===== src/rtl/fetch_sequencer_if.sv =====
// Fetch-side bus bundle: instruction-memory request/grant/rvalid handshake
// plus the valid/ready delivery port toward the IF/ID register.
interface fetch_sequencer_if #(
    parameter int a_width = 8
);
    logic               imem_req_o;
    logic [a_width-1:0] imem_addr_o;
    logic               imem_gnt_i;
    logic               imem_rvalid_i;
    logic [31:0]        imem_rdata_i;
    logic               if_valid_o;
    logic               if_ready_i;
    logic [a_width-1:0] if_pc_o;
    logic [31:0]        if_instr_o;

    modport master (
        output imem_req_o, imem_addr_o, if_valid_o, if_pc_o, if_instr_o,
        input  imem_gnt_i, imem_rvalid_i, imem_rdata_i, if_ready_i
    );

    modport slave (
        input  imem_req_o, imem_addr_o, if_valid_o, if_pc_o, if_instr_o,
        output imem_gnt_i, imem_rvalid_i, imem_rdata_i, if_ready_i
    );
endinterface


===== src/rtl/fetch_sequencer.sv =====
// RV32I instruction-fetch controller: owns the fetch PC, keeps at most one imem
// request in flight, delivers {pc, instr} via valid/ready and applies EX redirects.
module fetch_sequencer #(
    parameter int               a_width  = 8,
    parameter logic [a_width-1:0] RESET_PC = '0
) (
    input  logic               clk,
    input  logic               rst_n,
    input  logic               stall_i,
    input  logic               redirect_i,
    input  logic [a_width-1:0] redirect_pc_i,
    output logic               flush_o,
    fetch_sequencer_if.master  bus
);
    typedef enum logic [2:0] {IDLE, REQ, WAIT, KILL, HOLD} state_t;

    localparam logic [31:0] NOP = 32'h0000_0013;

    state_t             state_q, state_d;
    logic [a_width-1:0] pc_q, pc_d;
    logic [a_width-1:0] fetch_pc_q, fetch_pc_d;
    logic               if_valid_q, if_valid_d;
    logic [a_width-1:0] if_pc_q, if_pc_d;
    logic [31:0]        if_instr_q, if_instr_d;
    logic               flush_q, flush_d;
    logic               imem_req;
    logic               issue;
    logic [a_width-1:0] redir_pc;

    // Targets are word aligned; low bits of the redirect address are dropped.
    assign redir_pc = redirect_pc_i & ~a_width'(3);
    assign issue    = bus.imem_gnt_i && !stall_i;

    always_comb begin
        state_d    = state_q;
        pc_d       = pc_q;
        fetch_pc_d = fetch_pc_q;
        if_valid_d = if_valid_q;
        if_pc_d    = if_pc_q;
        if_instr_d = if_instr_q;
        flush_d    = redirect_i;
        imem_req   = 1'b0;
        case (state_q)
            IDLE: begin
                state_d = REQ;
                if (redirect_i) pc_d = redir_pc;
            end
            REQ: begin
                imem_req = !stall_i;
                if (redirect_i) begin
                    pc_d = redir_pc;
                    // A grant racing the redirect leaves an orphan response to drain.
                    if (issue) state_d = KILL;
                end else if (issue) begin
                    fetch_pc_d = pc_q;
                    pc_d       = pc_q + a_width'(4);
                    state_d    = WAIT;
                end
            end
            WAIT: begin
                if (bus.imem_rvalid_i && redirect_i) begin
                    pc_d    = redir_pc;
                    state_d = REQ;
                end else if (bus.imem_rvalid_i) begin
                    if_instr_d = bus.imem_rdata_i;
                    if_pc_d    = fetch_pc_q;
                    if_valid_d = 1'b1;
                    state_d    = HOLD;
                end else if (redirect_i) begin
                    pc_d    = redir_pc;
                    state_d = KILL;
                end
            end
            KILL: begin
                if (redirect_i) pc_d = redir_pc;
                if (bus.imem_rvalid_i) state_d = REQ;
            end
            HOLD: begin
                if (redirect_i) begin
                    if_valid_d = 1'b0;
                    pc_d       = redir_pc;
                    state_d    = REQ;
                end else if (bus.if_ready_i) begin
                    if_valid_d = 1'b0;
                    state_d    = REQ;
                end
            end
            default: state_d = IDLE;
        endcase
    end

    always_ff @(posedge clk or negedge rst_n) begin
        if (!rst_n) begin
            state_q    <= IDLE;
            pc_q       <= RESET_PC;
            fetch_pc_q <= RESET_PC;
            if_valid_q <= 1'b0;
            if_pc_q    <= '0;
            if_instr_q <= NOP;
            flush_q    <= 1'b0;
        end else begin
            state_q    <= state_d;
            pc_q       <= pc_d;
            fetch_pc_q <= fetch_pc_d;
            if_valid_q <= if_valid_d;
            if_pc_q    <= if_pc_d;
            if_instr_q <= if_instr_d;
            flush_q    <= flush_d;
        end
    end

    assign bus.imem_req_o  = imem_req;
    assign bus.imem_addr_o = pc_q;
    assign bus.if_valid_o  = if_valid_q;
    assign bus.if_pc_o     = if_pc_q;
    assign bus.if_instr_o  = if_instr_q;
    assign flush_o         = flush_q;
endmodule


===== src/flat_wrapper.sv =====
// flat-port wrapper written by rule: the top's interface ports become plain ports
module fetch_sequencer_flat 
#(
    parameter int               a_width  = 8,
    parameter logic [a_width-1:0] RESET_PC = '0
)
  (clk, rst_n, stall_i, redirect_i, redirect_pc_i, flush_o, bus_imem_req_o, bus_imem_addr_o, bus_if_valid_o, bus_if_pc_o, bus_if_instr_o, bus_imem_gnt_i, bus_imem_rvalid_i, bus_imem_rdata_i, bus_if_ready_i);
  fetch_sequencer_if #(.a_width(a_width)) bus_i ();
  input  logic clk;
  input  logic rst_n;
  input  logic stall_i;
  input  logic redirect_i;
  input  logic [a_width-1:0] redirect_pc_i;
  output logic flush_o;
  output wire logic [$bits(bus_i.imem_req_o)-1:0] bus_imem_req_o;
  output wire logic [$bits(bus_i.imem_addr_o)-1:0] bus_imem_addr_o;
  output wire logic [$bits(bus_i.if_valid_o)-1:0] bus_if_valid_o;
  output wire logic [$bits(bus_i.if_pc_o)-1:0] bus_if_pc_o;
  output wire logic [$bits(bus_i.if_instr_o)-1:0] bus_if_instr_o;
  input wire logic [$bits(bus_i.imem_gnt_i)-1:0] bus_imem_gnt_i;
  input wire logic [$bits(bus_i.imem_rvalid_i)-1:0] bus_imem_rvalid_i;
  input wire logic [$bits(bus_i.imem_rdata_i)-1:0] bus_imem_rdata_i;
  input wire logic [$bits(bus_i.if_ready_i)-1:0] bus_if_ready_i;
  assign bus_imem_req_o = bus_i.imem_req_o;
  assign bus_imem_addr_o = bus_i.imem_addr_o;
  assign bus_if_valid_o = bus_i.if_valid_o;
  assign bus_if_pc_o = bus_i.if_pc_o;
  assign bus_if_instr_o = bus_i.if_instr_o;
  assign bus_i.imem_gnt_i = bus_imem_gnt_i;
  assign bus_i.imem_rvalid_i = bus_imem_rvalid_i;
  assign bus_i.imem_rdata_i = bus_imem_rdata_i;
  assign bus_i.if_ready_i = bus_if_ready_i;
  fetch_sequencer #(.a_width(a_width), .RESET_PC(RESET_PC)) u_core (.clk(clk), .rst_n(rst_n), .stall_i(stall_i), .redirect_i(redirect_i), .redirect_pc_i(redirect_pc_i), .flush_o(flush_o), .bus(bus_i));
endmodule

===== config.mk =====
export PLATFORM = sky130hd
export DESIGN_NAME = fetch_sequencer_flat
export DESIGN_NICKNAME = d
export VERILOG_FILES = /design/src/rtl/fetch_sequencer_if.sv /design/src/rtl/fetch_sequencer.sv /design/src/flat_wrapper.sv
export SDC_FILE = /design/constraint.sdc
export NUM_CORES = 1
export LEC_CHECK = 0
export ABC_AREA = 1
export CORE_AREA = 4 4 85 87
export CTS_BUF_LIST = sky130_fd_sc_hd__clkbuf_16
export CTS_CLUSTER_DIAMETER = 100
export DETAILED_ROUTE_END_ITERATION = 8
export DIE_AREA = 0 0 89 91
export PLACE_DENSITY_LB_ADDON = 0.05
export SYNTH_ARGS = -nofsm -noshare
export SYNTH_HDL_FRONTEND = slang
export SYNTH_SLANG_ARGS = --single-unit

===== constraint.sdc =====
create_clock -name clk -period 1.6 [get_ports clk]
set_clock_uncertainty 0.1 [all_clocks]
set_input_delay 0.32 -clock clk [delete_from_list [all_inputs] [get_ports clk]]
set_output_delay 0.32 -clock clk [all_outputs]
set_load 0.005 [all_outputs]

==> results.toml, run 1 <==
[logic_synthesis]
syn_inst = 340
synth_common_cells = "nand2_1 (105), dfrtp_1 (58), inv_1 (58)"
syn_avg_cell_area_um2 = 8.63
netlist_area_um2 = 2940
yosysWarningCount = 0
yosys_most_used_dff = "dfrtp_1"
postSynthRegisterBits = 61
yosys.area.top_type = "dfrtp_1"
synth_top_cell_area_share = 0.494
ys_types = 27
synth_most_common_cell = "nand2_1"
syn-num-nets = 388
synth-async-reset-ratio = 1.00
ys_seq_area_frac = 0.521
synth_edf_count = 0
ys_top_cells_by_area = "dfrtp_1 (49%), nand2_1 (13%), o21ai_2 (8.7%), inv_1 (7.4%), buf_6 (3.8%)"

[floorplan]
coreArea_um2 = 6350
die_area_um2 = 8100
io_pins = 98
die_w_um = 89
fp.dieH_um = 91
start_util = 0.462
core.rowCount = 29

[critical_path]
critPathTopFamily = "flip-flops"
r2r-start = "u_core.state_q[2]"
worstSetupPathType = "reg -> out"
crit_path_start_kind = "register"
crit_required_ns = 1.18
cp.arrival_ns = 1.08
cp-startpoint = "u_core.bus.if_instr_o[4]"
crit_fanout = 2
cp_cell_sequence = "dlygate4sd2_1"
max_stage_delay_ns = 0.53
cp.buffers_inverters = 1
worst_setup_path_end_kind = "output port"
cpMaxStageDelayCell = "dfstp_2"

[hold_path]
hold_start = "u_core.bus.if_instr_o[13]"
hp-class = "reg -> reg"

[detailed_routing]
drtAntennaViolNets = 0
vias_per_cell = 4.64
wl_mm = 6.73
drc = 0
wl_per_cell_um = 12.4
dr_total_vias = 2530
first_iter_violations = 135
drt_first_pass_iters = 4

[sta]
worst_slew_pin_slew_ns = 0.340
layout_min_cycle_time_ns = 1.50
maxSlewViolCount = 0
final.period_utilization = 0.937
fmax_mhz = 667
setup_viol = 0
hold_viol = 0
relSlewSlack = 0.771
whs_ns = 0.374

[global_route]
met2_usage = 0.290
track_usage = 0.178
grt_max_degree = 67
grt_util_met1 = 0.217
grt_busiest_layer = "met2"
grt_pass1_vias = 2558
antenna_found_initial = 0
grt_overflow = 0
grt_pass1_wl_mm = 11.3
gr-usage-met3 = 0.0434

[power_and_ir_drop]
cellLeakagePower_nw = 2.54
internal-power_mw = 4.94
power_frac_clock = 0.253
powerDensity_nw_per_um2 = 1670
p_seq_frac = 0.345
swShare = 0.331
ir_drop_mv = 0.928
p_sw_mw = 2.44
power_frac_comb = 0.402
p_total_mw = 7.37

[final_layout]
fillers = 525
num_antenna_cells = 0
fin_area_um2 = 4410
drive_gt1_frac = 0.199
areaGrowthSynthToFinish_pct = 50.2
fin_util = 0.694
fin_nets = 511

[run_status]
status = "completed"

[clock_tree]
cts.sinks = 61
cts_buffers = 9
clk_latency_ns = 0.32
clk_pin_slew_worst_paths_ns = 0.05
htreeDepth = 3
root_buffer = "clkbuf_16"
clock_path_buffers = 2
cts_tree = "built"

[placement]
place.port_buffers = 95
place_hpwl_mm = 4.69
dpl_cell_area_um2 = 4060
gp_congestion = 0.824

[run]
maxCapViolations = 0
[worst paths after layout]
check                                                 end  slack (ns)  cells past startpoint
worst max-delay path                    bus_if_instr_o[4]        0.10                      1
worst min-delay path            u_core.bus.if_instr_o[13]        0.37                      2
worst max register to register  u_core.bus.if_instr_o[10]        0.11                      6
worst min register to register  u_core.bus.if_instr_o[13]        0.37                      2
max in group asynchronous        u_core.bus.if_instr_o[0]        0.63                      3
min in group asynchronous       u_core.bus.if_instr_o[14]        0.45                      3
[power groups by stage]
stage	Sequential [mW]	Clock, mW	Combinational (mW)
3_3_place_gp	2.61	0	3.08
5_1_grt	2.63	1.99	3.34
3_5_place_dp	2.64	0	3.14
4_1_cts	2.55	1.92	3.06
6_report	2.54	1.87	2.96
2_1_floorplan	2.67	0	1.41
[worst register-to-register path, stage by stage, from the launching register on]
cell and delay (ns):
dfrtp_1 0.37, buf_4 0.16, nor2_2 0.18, nand4_4 0.14
buf_12 0.25, nand2_1 0.12, o21ai_2 0.05
[cells by family (layout without fill, tap and decap cells)]
group | count (synthesis) | count (layout) | share of synthesized area
flip-flops | 61 | 61 | 0.521
AO/OA/AOI/OAI | 61 | 61 | 0.144
AND/OR/NAND/NOR | 142 | 142 | 0.205
buffers and inverters | 75 | 203 | 0.125
adder cells (fa/ha/maj) | 1 | 1 | 0.00426
[final cells by class]
class                           count  area (um2)  share of cell area
Sequential cell                    61        1530               0.347
Clock inverter                      7        66.3              0.0150
Clock buffer                        9         225              0.0511
Timing Repair Buffer              126        1210               0.274
Multi-Input combinational cell    204        1050               0.238
Tap cell                           77        96.3              0.0219
Inverter                           61         233              0.0528
[through the flow]
stage	worst slack, ns	setup TNS (ns)	std cells
after floorplan	0.270	0	340
after global placement	-0.183	-7.93	522
after detailed placement	-0.228	-9.41	522
after CTS	0.000524	0	545
after global routing	-0.00397	-0.00397	545
final	0.100	0	545
[state kept, by name, indices dropped and copies added, names as in the netlist]
signal	flops
u_core.state_q	3
u_core.bus.if_pc_o	8
u_core.bus.imem_addr_o	8
u_core.bus.if_instr_o	32
u_core.bus.if_valid_o	1
u_core.flush_o	1
u_core.fetch_pc_q	8
[what timing repair did]
| action | in CTS | in global routing |
|---|---|---|
| buffers inserted | 6 | 0 |
| endpoints found under the hold margin | 58 | 0 |
| endpoints found under the setup margin | 33 | 21 |
| hold buffers | 1 | 0 |
| pin swaps | 0 | 0 |
| resized for setup | 35 | 20 |
[metal layers]
metal  wire length [um]  vias to the layer above
met1               2920                     1136
met3                462                       11
met5                  0                        -
met4                133                        0
li1                   -                     1303
met2               3220                       80
[cells in the final DEF (no fill, tap or decap), drive strengths merged]
cell	synthesis	layout
o21ai	55	55
nor3	4	4
clkbuf	1	10
nand2	107	107
dlymetal6s2s	0	18
clkinv	1	6
a21oi	4	4
clkinvlp	0	1
clkdlybuf4s50	0	43
dfrtp	58	58
nand4	5	5
ha	1	1
bufinv	0	1
o21bai	2	2
nor2	15	15
dlygate4sd3	0	1
buf	13	31
nand3	11	11
dfstp	3	3
dlygate4sd2	0	32
inv	60	60
Note: power is estimated with default switching activity, not from simulation.
==> run 2, diff against run 1 <==
--- a/config.mk
+++ b/config.mk
@@ -5,12 +5,11 @@
 export SDC_FILE = /design/constraint.sdc
 export NUM_CORES = 1
 export LEC_CHECK = 0
-export ABC_AREA = 1
-export CORE_AREA = 4 4 85 87
+export CORE_AREA = 4 4 82 84
 export CTS_BUF_LIST = sky130_fd_sc_hd__clkbuf_16
 export CTS_CLUSTER_DIAMETER = 100
 export DETAILED_ROUTE_END_ITERATION = 8
-export DIE_AREA = 0 0 89 91
+export DIE_AREA = 0 0 86 88
 export PLACE_DENSITY_LB_ADDON = 0.05
 export SYNTH_ARGS = -nofsm -noshare
 export SYNTH_HDL_FRONTEND = slang
==> results.toml, run 2 <==
[logic_synthesis]
postSynthRegisterBits = 61
ys_types = 34
synth_top_cell_area_share = 0.569
synth_most_common_cell = "dfrtp_1"
yosys_most_used_dff = "dfrtp_1"
syn_avg_cell_area_um2 = 14.2
yosysWarningCount = 0
synth-async-reset-ratio = 1.00
syn_inst = 180
yosys.area.top_type = "dfrtp_1"
synth_common_cells = "dfrtp_1 (58), mux2_2 (41), nor2_1 (9)"
netlist_area_um2 = 2550
synth_edf_count = 0
ys_seq_area_frac = 0.600
ys_top_cells_by_area = "dfrtp_1 (57%), mux2_2 (18%), mux2_4 (4.1%), dfstp_2 (3.1%), o21ai_0 (1.4%)"
syn-num-nets = 228

[detailed_routing]
dr_total_vias = 2019
vias_per_cell = 5.01
drc = 0
drtAntennaViolNets = 0
drt_first_pass_iters = 4
first_iter_violations = 55
wl_mm = 7.14
wl_per_cell_um = 17.7

[run]
maxCapViolations = 0

[final_layout]
largest_register_ffs = 32
drive_gt1_frac = 0.390
final_common_cell = "dfrtp_1"
fin_area_um2 = 4530
areaGrowthSynthToFinish_pct = 77.3
stdcell_count = 403
fillers = 415
fin_util = 0.764
num_antenna_cells = 0
fin_nets = 371
final_cell_mix = "dfrtp_1 (54), mux2_4 (47), clkdlybuf4s50_1 (39)"

[critical_path]
crit_fanout = 5
rr_endpoint = "u_core.bus.if_instr_o[30]"
r2r-start = "u_core.state_q[0]"
rrSetupSlack_ns = -0.12
crit_required_ns = 1.69
reg2regPathDepth = 6
worst_setup_path_end_kind = "register"
crit_path_start_kind = "register"
worstSetupPathType = "reg -> reg"
cp.arrival_ns = 1.81

[placement]
numPlacedInstances = 362
dpl_cell_area_um2 = 3740
gp_congestion = 0.844
place.port_buffers = 95
place_hpwl_mm = 4.05
place_ws_ns = -0.502

[global_route]
track_usage = 0.186
grt_max_degree = 62
antenna_found_initial = 0
grt_pass1_vias = 2094
grt_pass1_wl_mm = 10.8
grt_overflow = 0

[clock_tree]
cts_tree = "built"
clk_pin_slew_worst_paths_ns = 0.05
clk_latency_ns = 0.32
htreeDepth = 3
cts.sinks = 61
cts_buffers = 9
root_buffer = "clkbuf_16"
clock_path_buffers = 2

[hold_path]
hp-class = "reg -> reg"
holdPathEnd = "u_core.fetch_pc_q[2]"
hold_depth = 2
hold_start = "u_core.fetch_pc_q[2]"

[floorplan]
die_area_um2 = 7570
io_pins = 98
coreArea_um2 = 5920
fp.dieH_um = 88
start_util = 0.431
die_w_um = 86
core.rowCount = 28

[sta]
hold_viol = 0
whs_ns = 0.391
fin_tns_setup_ns = -2.60
rsz0062_at_grt = "true"
fmax_mhz = 582
worst_slew_pin_slew_ns = 0.362
maxSlewViolCount = 0
layout_min_cycle_time_ns = 1.72
final.period_utilization = 1.07
setup_viol = 47
worst_slack_ns = -0.120
relSlewSlack = 0.758

[power_and_ir_drop]
p_total_mw = 5.30
powerDensity_nw_per_um2 = 1170
cellLeakagePower_nw = 2.49
ir_drop_mv = 0.886

[run_status]
status = "complete, but fails checks"
violations = "setup timing"
[run 2: changes by cell type after synthesis, moves of 3 or more]
cell	before	now
buf_6	10	2
inv_1	58	2
mux2_2	0	41
mux2_4	0	7
nand2_1	105	5
nand3_1	8	2
nor2_1	13	9
o21ai_1	18	0
o21ai_2	29	0
o32ai_1	0	3
[run 2: final cells by class]
class                      count  area, um2  share of cell area
multi-input combinational    108       1210               0.267
clock buffer                   9        225              0.0498
clock inverter                 7       30.0             0.00664
timing repair buffer         141       1430               0.315
tap                           75       93.8              0.0207
inverter                       2       7.51             0.00166
sequential                    61       1540               0.339
[run 2: logic make-up (layout without fill, tap and decap cells)]
family | Yosys count | count (layout) | share of synthesized area
buffers and inverters | 11 | 159 | 0.0240
AOI/OAI and AO/OA | 19 | 19 | 0.0544
adders and majority gates | 1 | 1 | 0.00490
muxes | 49 | 49 | 0.226
and+or+nand+nor | 39 | 39 | 0.0912
DFF | 61 | 61 | 0.600
[run 2: what timing repair did]
action | in CTS | in global routing
hold endpoints to repair | 58 | 0
pin swaps | 3 | 2
buffers inserted | 19 | 7
gates cloned | 4 | 0
setup endpoints to repair | 80 | 83
hold buffers | 1 | 0
resized for setup | 80 | 55
[run 2: worst max-delay path by stage]
stage | endpoint | depth (start not counted) | slack (ns) | start
2_1_floorplan | u_core.fetch_pc_q[0] | 5 | -0.16 | u_core.state_q[1]
3_3_place_gp | u_core.bus.if_instr_o[27] | 5 | -0.47 | redirect_i
3_5_place_dp | u_core.bus.if_pc_o[1] | 5 | -0.50 | redirect_i
4_1_cts | u_core.bus.if_instr_o[8] | 6 | -0.12 | u_core.state_q[0]
5_1_grt | u_core.bus.if_instr_o[30] | 6 | -0.18 | u_core.state_q[0]
6_report | u_core.bus.if_instr_o[30] | 6 | -0.12 | u_core.state_q[0]
[run 2: critical path, stage by stage (launching register included)]
cell and delay, ns:
dfrtp_2 0.44, nand4bb_4 0.23, nor2_4 0.17, buf_6 0.13, buf_6 0.10, buf_12 0.12, mux2_4 0.30
[run 2: report_power, final]
group / total [mW] / switching (mW) / internal, mW
Combinational: 1.55 / 0.509 / 1.04
Clock: 1.63 / 0.616 / 1.01
Sequential: 2.12 / 0.206 / 1.92
Total: 5.30 / 1.33 / 3.97
[run 2: layer usage]
layer,track usage,wire (um),share of wire
met3,0.0480,403,0.056
met1,0.240,3140,0.44
met4,0.0604,70,0.0098
met5,0,0,0
met2,0.308,3530,0.49
